==> config.mk <==
export PLATFORM = sky130hd
export DESIGN_NAME = matrix_frame_capture
export DESIGN_NICKNAME = d
export VERILOG_FILES = /design/src/rtl/matrix_frame_capture.sv
export SDC_FILE = /design/constraint.sdc
export NUM_CORES = 1
export LEC_CHECK = 0
export ABC_AREA = 1
export CAP_MARGIN = 40
export CORE_ASPECT_RATIO = 0.7
export CORE_UTILIZATION = 51
export DETAILED_ROUTE_END_ITERATION = 10
export PLACE_DENSITY_LB_ADDON = 0.05
export SETUP_SLACK_MARGIN = 0.5
export SYNTH_ARGS = -nofsm -noshare
export SYNTH_HDL_FRONTEND = slang
export SYNTH_SLANG_ARGS = --single-unit
export TNS_END_PERCENT = 20
==> constraint.sdc <==
create_clock -name clock -period 1.8 [get_ports clock]
set_input_delay 0.36 -clock clock [delete_from_list [all_inputs] [get_ports clock]]
set_output_delay 0.36 -clock clock [all_outputs]
set_load 0.02 [all_outputs]
==> src/rtl/matrix_frame_capture.sv <==
// rtl/matrix_frame_capture.sv - receive side of the 5x7 column-scanned LED matrix; rebuilds frames and flags scan errors
module matrix_frame_capture #(
    parameter int SYNC_STAGES = 2,
    parameter int MIN_DWELL   = 4,
    parameter int COL_ACT_LOW = 1,
    parameter int ROW_ACT_LOW = 0
) (
    input  logic       clock,
    input  logic       reset,
    input  logic [4:0] matrix_col,
    input  logic [6:0] matrix_row,
    output logic [6:0] frame_col_4,
    output logic [6:0] frame_col_3,
    output logic [6:0] frame_col_2,
    output logic [6:0] frame_col_1,
    output logic [6:0] frame_col_0,
    output logic       frame_valid,
    output logic       frame_changed,
    output logic [7:0] frame_count,
    output logic       seq_err,
    output logic [7:0] err_count
);

    localparam logic [1:0] WAIT_START = 2'd0;
    localparam logic [1:0] CAPTURE    = 2'd1;
    localparam logic [1:0] COMMIT     = 2'd2;

    localparam logic [4:0] COL_IDLE = (COL_ACT_LOW != 0) ? 5'h1F : 5'h00;
    localparam logic [6:0] ROW_IDLE = (ROW_ACT_LOW != 0) ? 7'h7F : 7'h00;
    localparam int         DW       = $clog2(MIN_DWELL + 1);
    localparam logic [DW-1:0] DWELL_MAX = DW'(MIN_DWELL);

    logic [4:0] col_s;
    logic [6:0] row_s;

    // Synchronizers power up at the idle level so reset never looks like a selected column.
    generate
        if (SYNC_STAGES == 0) begin : g_nosync
            assign col_s = matrix_col;
            assign row_s = matrix_row;
        end else begin : g_sync
            logic [11:0] sync_q [SYNC_STAGES];
            always_ff @(posedge clock or negedge reset) begin
                if (!reset) begin
                    for (int i = 0; i < SYNC_STAGES; i++) sync_q[i] <= {COL_IDLE, ROW_IDLE};
                end else begin
                    sync_q[0] <= {matrix_col, matrix_row};
                    for (int i = 1; i < SYNC_STAGES; i++) sync_q[i] <= sync_q[i-1];
                end
            end
            assign {col_s, row_s} = sync_q[SYNC_STAGES-1];
        end
    endgenerate

    logic [4:0] col_n;
    logic [6:0] row_n;
    assign col_n = (COL_ACT_LOW != 0) ? ~col_s : col_s;
    assign row_n = (ROW_ACT_LOW != 0) ? ~row_s : row_s;

    logic [1:0]      state_q, state_d;
    logic [11:0]     prev_q;
    logic [DW-1:0]   dwell_q, dwell_d;
    logic [2:0]      exp_col_q, exp_col_d;
    logic [2:0]      last_col_q, last_col_d;
    logic [4:0][6:0] shadow_q, shadow_d;
    logic [4:0][6:0] frame_q, frame_d;
    logic            frame_valid_q, frame_valid_d;
    logic            frame_changed_q, frame_changed_d;
    logic [7:0]      frame_count_q, frame_count_d;
    logic            seq_err_q, seq_err_d;
    logic [7:0]      err_count_q, err_count_d;

    logic       blank, onehot, multi, same, accept, multi_first;
    logic [2:0] col_idx;

    always_comb begin
        col_idx = 3'd0;
        for (int k = 0; k < 5; k++) begin
            if (col_n[k]) col_idx = 3'(k);
        end
        blank  = (col_n == 5'd0);
        onehot = !blank && ((col_n & (col_n - 5'd1)) == 5'd0);
        multi  = !blank && !onehot;
        same   = ({col_n, row_n} == prev_q);

        if (blank) begin
            dwell_d = '0;
        end else if (same) begin
            dwell_d = (dwell_q == DWELL_MAX) ? dwell_q : dwell_q + 1'b1;
        end else begin
            dwell_d = DW'(1);
        end

        // Accept exactly once per stable slot: on the cycle the count first reaches the threshold.
        accept      = onehot && (dwell_d == DWELL_MAX) && !(same && (dwell_q == DWELL_MAX));
        multi_first = multi && !same;
    end

    always_comb begin
        state_d         = state_q;
        exp_col_d       = exp_col_q;
        last_col_d      = last_col_q;
        shadow_d        = shadow_q;
        frame_d         = frame_q;
        frame_valid_d   = 1'b0;
        frame_changed_d = 1'b0;
        frame_count_d   = frame_count_q;
        seq_err_d       = 1'b0;

        case (state_q)
            WAIT_START: begin
                if (multi_first) begin
                    seq_err_d = 1'b1;
                end else if (accept && (col_idx == 3'd4)) begin
                    shadow_d[4] = row_n;
                    exp_col_d   = 3'd3;
                    last_col_d  = 3'd4;
                    state_d     = CAPTURE;
                end
            end
            CAPTURE: begin
                if (multi_first) begin
                    seq_err_d = 1'b1;
                    state_d   = WAIT_START;
                end else if (accept) begin
                    if (col_idx == last_col_q) begin
                        shadow_d[col_idx] = row_n;
                    end else if (col_idx == exp_col_q) begin
                        shadow_d[col_idx] = row_n;
                        last_col_d        = col_idx;
                        exp_col_d         = 3'(exp_col_q - 3'd1);
                        if (col_idx == 3'd0) state_d = COMMIT;
                    end else begin
                        seq_err_d = 1'b1;
                        if (col_idx == 3'd4) begin
                            shadow_d[4] = row_n;
                            exp_col_d   = 3'd3;
                            last_col_d  = 3'd4;
                        end else begin
                            state_d = WAIT_START;
                        end
                    end
                end
            end
            COMMIT: begin
                frame_d         = shadow_q;
                frame_valid_d   = 1'b1;
                frame_changed_d = (shadow_q != frame_q);
                frame_count_d   = frame_count_q + 8'd1;
                seq_err_d       = multi_first;
                state_d         = WAIT_START;
            end
            default: state_d = WAIT_START;
        endcase

        err_count_d = (seq_err_d && (err_count_q != 8'hFF)) ? err_count_q + 8'd1 : err_count_q;
    end

    always_ff @(posedge clock or negedge reset) begin
        if (!reset) begin
            state_q         <= WAIT_START;
            prev_q          <= '0;
            dwell_q         <= '0;
            exp_col_q       <= 3'd4;
            last_col_q      <= 3'd4;
            shadow_q        <= '0;
            frame_q         <= '0;
            frame_valid_q   <= 1'b0;
            frame_changed_q <= 1'b0;
            frame_count_q   <= 8'd0;
            seq_err_q       <= 1'b0;
            err_count_q     <= 8'd0;
        end else begin
            state_q         <= state_d;
            prev_q          <= {col_n, row_n};
            dwell_q         <= dwell_d;
            exp_col_q       <= exp_col_d;
            last_col_q      <= last_col_d;
            shadow_q        <= shadow_d;
            frame_q         <= frame_d;
            frame_valid_q   <= frame_valid_d;
            frame_changed_q <= frame_changed_d;
            frame_count_q   <= frame_count_d;
            seq_err_q       <= seq_err_d;
            err_count_q     <= err_count_d;
        end
    end

    assign frame_col_4   = frame_q[4];
    assign frame_col_3   = frame_q[3];
    assign frame_col_2   = frame_q[2];
    assign frame_col_1   = frame_q[1];
    assign frame_col_0   = frame_q[0];
    assign frame_valid   = frame_valid_q;
    assign frame_changed = frame_changed_q;
    assign frame_count   = frame_count_q;
    assign seq_err       = seq_err_q;
    assign err_count     = err_count_q;

endmodule
After elaboration in Yosys (flattened, before gate mapping) --
Index checks and enable logic that the tools add are counted.
Operators by class: bitwise logic cells 3, reduce and logical (&&, ||, !) cells 23, eq/ne operators 21, order comparisons 2, $add $sub $neg 5, muxes and demuxes 52
Operators by type and width (count):
- two-way mux 35 bit | 3
- two-way mux 3 bit | 20
- bitwise mux 35 bit | 1
- two-way mux 7 bit | 5
- inequality test 35 bit | 1
- two-way mux 28 bit | 1
- demux 7 bit (select 3 bit) | 1
- adder 8 x 1 -> 8 bit (second input constant) | 2
- two-way mux 2 bit | 8
- one-hot mux 7 bit (2 select lines) | 1
- == test 12 bit | 1
- inequality test 4 bit (second input constant) | 3
- one-hot mux 3 bit (2 select lines) | 2
- AND reduction 6 bit | 2
- zero test 5 bit | 2
- inequality test 2 bit (second input constant) | 5
- == test 3 bit (second input constant) | 3
- logical AND 1 bit | 9
- inequality test 3 bit (second input constant) | 3
- two-way mux 1 bit | 8
- inequality test 8 bit (second input constant) | 1
- AND reduction 7 bit | 1
- == test 3 bit | 2
- bitwise AND 5 bit | 1
- 16 further kinds | 20
Storage, ports and cells: register bits after elaboration 136, bits of input ports 14, logic and storage cells 128, output and inout port bits 54

Depth between registers and ports, before layout --
depth after elaboration 15, depth in mapped cells 16, mapped depth without buffers 16

Least setup slack after synthesis --
No wires, ideal clock.
path kind reg2reg, from reg g_sync.sync_q (netlist bit col_s[1]), to reg (tool-made name), data arrival time 1.850 ns, data required time 1.682 ns, stages on the path, launching flop included 16, path buffers 2, library setup time 0.118 ns, slack -0.169 ns, clock period less this slack 1.969 ns, cells stage by stage dfstp_2 -> inv_2 -> nand2_1 -> nand2_1 -> inv_1 -> nand2_1 -> nor2_1 -> nand3_2 -> nor2_4 -> nand2_4 -> nor2_4 -> buf_6 -> nand4_4 -> buf_6 -> nand2_1 -> o21ai_2
RTL lines:
- from (decl) | line 42 | logic [11:0] sync_q [SYNC_STAGES];

==> summary.md <==
| Metric | Value |
|---|---|
| Max FO, Critical Path | `7` |
| Fin nets | `between 800 and 900` |
| Row count | `33` |
| Total Die Area | `roughly 13000 µm²` |
| Worst skew pair latency | `approximately 0.42 ns` |
| CP Launch Type | `flop` |
| Area growth syn-to-layout | `36.74%` |
| CP endpoint kind | `flop` |
| Ranking of synthesized cells by area | `dfrtp_1 (50%), nand2_1 (16%), dfstp_2 (5.1%), xnor2_1 (4.5%), xor2_1 (3.1%)` |
| Initial Utilization | `0.5276` |
| Most common cell in the netlist | `nand2_1` |
| Port buffer count | `67` |
| Ys flop type | `dfrtp_1` |
| Syn Inst Count | `approximately 700` |
| Final Setup Violations | `52` |
| Antenna diodes | `0` |
| I/O Pins | `slightly below 70` |
| WP data required | `2.13 ns` |
| Core area | `11770 µm²` |
| Final hold violations | `0` |
| DR vias/cell | `5.052` |
| Share of post-route cells with drive strength above 1 | `0.3038` |
| Iter 0 DRT Violations | `325` |
| EDFF count, synth | `0` |
| Initial antenna violation count | `0` |
| VDD IR max | `just under 1 mV` |
| Leakage | `4.332 nW` |
| 1st-pass router iterations | `5` |
| CTS sink count | `around 140` |
| Wire per inst | `between 10 and 15 µm` |
| Post-synth top area cell | `dfrtp_1` |
| Fin. max-slew vios | `0` |
| Share of the synthesized area in the top cell type | `0.4998` |
| Tmin final | `between 2 and 2.5 ns` |
| Fin Clk Skew | `between 0.005 and 0.006 ns` |
| Fmax | `~460 MHz` |
| Final TNS setup | `-14.72 ns` |
| Distinct cells, synth | `38` |
| Die Height | `~94 µm` |
| Gr ovfl total | `0` |
| Worst-margin pin slew | `between 0.4 and 0.5 ns` |
| Syn Nets | `around 720` |
| Worst slack at placement | `-0.3843 ns` |
| Post-route ant nets | `0` |
| CTS H-tree lvls | `4` |
| Placer Congestion | `between 0.8 and 0.9` |
| Synthesized flop and latch total | `about 140` |
| DRC viols | `0` |
| Max clock buf depth | `2` |
| RSZ-0062 raised after global routing | `true` |
| Final HPWL DP | `between 10000 and 15000 µm` |
| Fin util | `0.7214` |
| Async SR Flop Fraction | `1.000` |
| Via count | `between 5000 and 6000` |
| Worst hold slack | `about 0.35 ns` |
| Root Driver | `clkbuf_16` |
| Hold Crit Class | `input pin to flop` |
| Largest net degree at the start of global routing | `54` |
| Max-Cap Viols | `0` |
| Die width | `133.9 µm` |
| Tcrit/Tclk final | `1.203` |
| Commonest cells in the netlist | `nand2_1 (268), dfrtp_1 (124), inv_1 (50), nand3_1 (35), xnor2_1 (32)` |
| Register area share after synthesis | `0.5506` |
| WP data arrival | `between 2 and 3 ns` |
| Failing checks | `negative setup slack` |
| Total power draw | `7.385 mW` |
| TritonCTS buffer count | `17` |
| Status | `finished, violations left` |
| CTS tree | `built` |
| First-pass GRT wire length | `around 25000 µm` |
| Gr usage total | `0.2583` |
| Pwr dens | `869.9 nW/µm²` |
| Critical path class | `flop to flop` |
| Vias in the first global route | `about 4800` |
| Syn_area_per_cell | `between 8 and 9 µm²` |
| Slew HR | `0.6993` |
| YS warnings | `0` |
| Synth Cell Area | `slightly above 6000 µm²` |
| Final worst setup slack | `-0.3661 ns` |
| Worst-path clk slew | `0.06 ns` |
| Post-Route WL | `around 15000 µm` |
## power by group
part / total, mW / switching (mW) / internal, mW
Combinational: 0.789 / 0.462 / 0.327
Clock: 3.29 / 1.36 / 1.94
Sequential: 3.30 / 0.129 / 3.17
## worst paths after layout
kind | slack [ns] | start | cells after the start | endpoint
min in group asynchronous | 0.42 | reset | 2 | frame_count[3]
min | 0.35 | matrix_col[3] | 1 | g_sync.sync_q[22]
min reg2reg | 0.35 | g_sync.sync_q[13] | 0 | g_sync.sync_q[1]
max reg2reg | -0.37 | col_s[2] | 11 | flop
max in group asynchronous | 0.76 | reset | 3 | shadow_q[31]
max | -0.37 | col_s[2] | 11 | flop
## layout make-up
cell class,instances,area (µm²)
tap,157,196.4
inverter,62,240.2
clock buffer,18,439.2
timing repair inverter,1,7.507
fill,902,3278
multi-input combinational,488,2700
sequential,136,3423
clock inverter,14,125.1
timing repair buffer,140,1358
## timing repair
| action | in CTS | in global routing |
|---|---|---|
| cloned | 3 | 0 |
| endpoints found under the setup margin | 152 | 154 |
| gates resized for setup | 321 | 45 |
| endpoints found under the hold margin | 32 | 0 |
| buffers inserted | 7 | 7 |
| pin swaps | 13 | 14 |
| hold buffers | 1 | 0 |
## critical path, cell delays in order, from the launching register on
cell,delay [ns]
dfstp_2,0.58
nand2_2,0.09
inv_2,0.10
o21ai_1,0.10
nor2_2,0.18
nand2_2,0.09
nor2_4,0.13
nand2_4,0.08
nor2_4,0.13
buf_12,0.14
nand4_2,0.21
o21ai_1,0.22
## metrics by stage
stage	instance area [µm²]	instances
floorplan	6236	699
global placement	7512	966
detailed placement	7512	966
CTS	8356	1009
global route	8489	1016
finish	8489	1016
## cell usage in the layout, fill, tap and decap left out, types with 2 or more instances in the layout
cell type        instances
clkdlybuf4s50_1         12
nor2_2                   5
dlygate4sd2_1            3
inv_6                    3
nor2_4                   4
nand2_4                  8
inv_1                   49
a21oi_2                  2
xnor2_1                 32
dfstp_2                 12
a21oi_1                  5
nand4_4                  2
xor2_2                   4
nor4_1                   2
a31oi_1                  2
clkbuf_16               17
clkinvlp_4               7
nand3_4                  3
o21ai_2                 12
clkinv_4                 2
o21ai_0                 17
nand4_2                  2
nor2_1                  25
dfrtp_2                  4
buf_6                   54
inv_2                   10
nand2_1                239
nor3_1                   7
buf_4                   61
nand4_1                  7
xor2_1                  18
o21ai_1                 16
buf_12                   6
ha_1                     5
clkinv_2                 3
clkbuf_2                 2
nand3_1                 31
dfrtp_1                120
nand2_2                 28
nand3_2                  4
## logic make-up after synthesis
family,after synthesis,share of synthesized area
buffers and inverters,77,0.05320
flip-flops,136,0.5506
AO/OA/AOI/OAI,58,0.05522
XOR/XNOR,54,0.07618
adder cells (fa/ha/maj),5,0.01008
AND/OR/NAND/NOR,369,0.2547
## metal layers
layer  wire length, µm  GRT usage  vias up
met5                 0          0        -
met3               781    0.05286       20
met2              6858     0.3834      149
met1              7341     0.3779     2464
li1                  -          -     2500
met4               214    0.08617        0
Note: power is estimated with default switching activity, not from simulation.
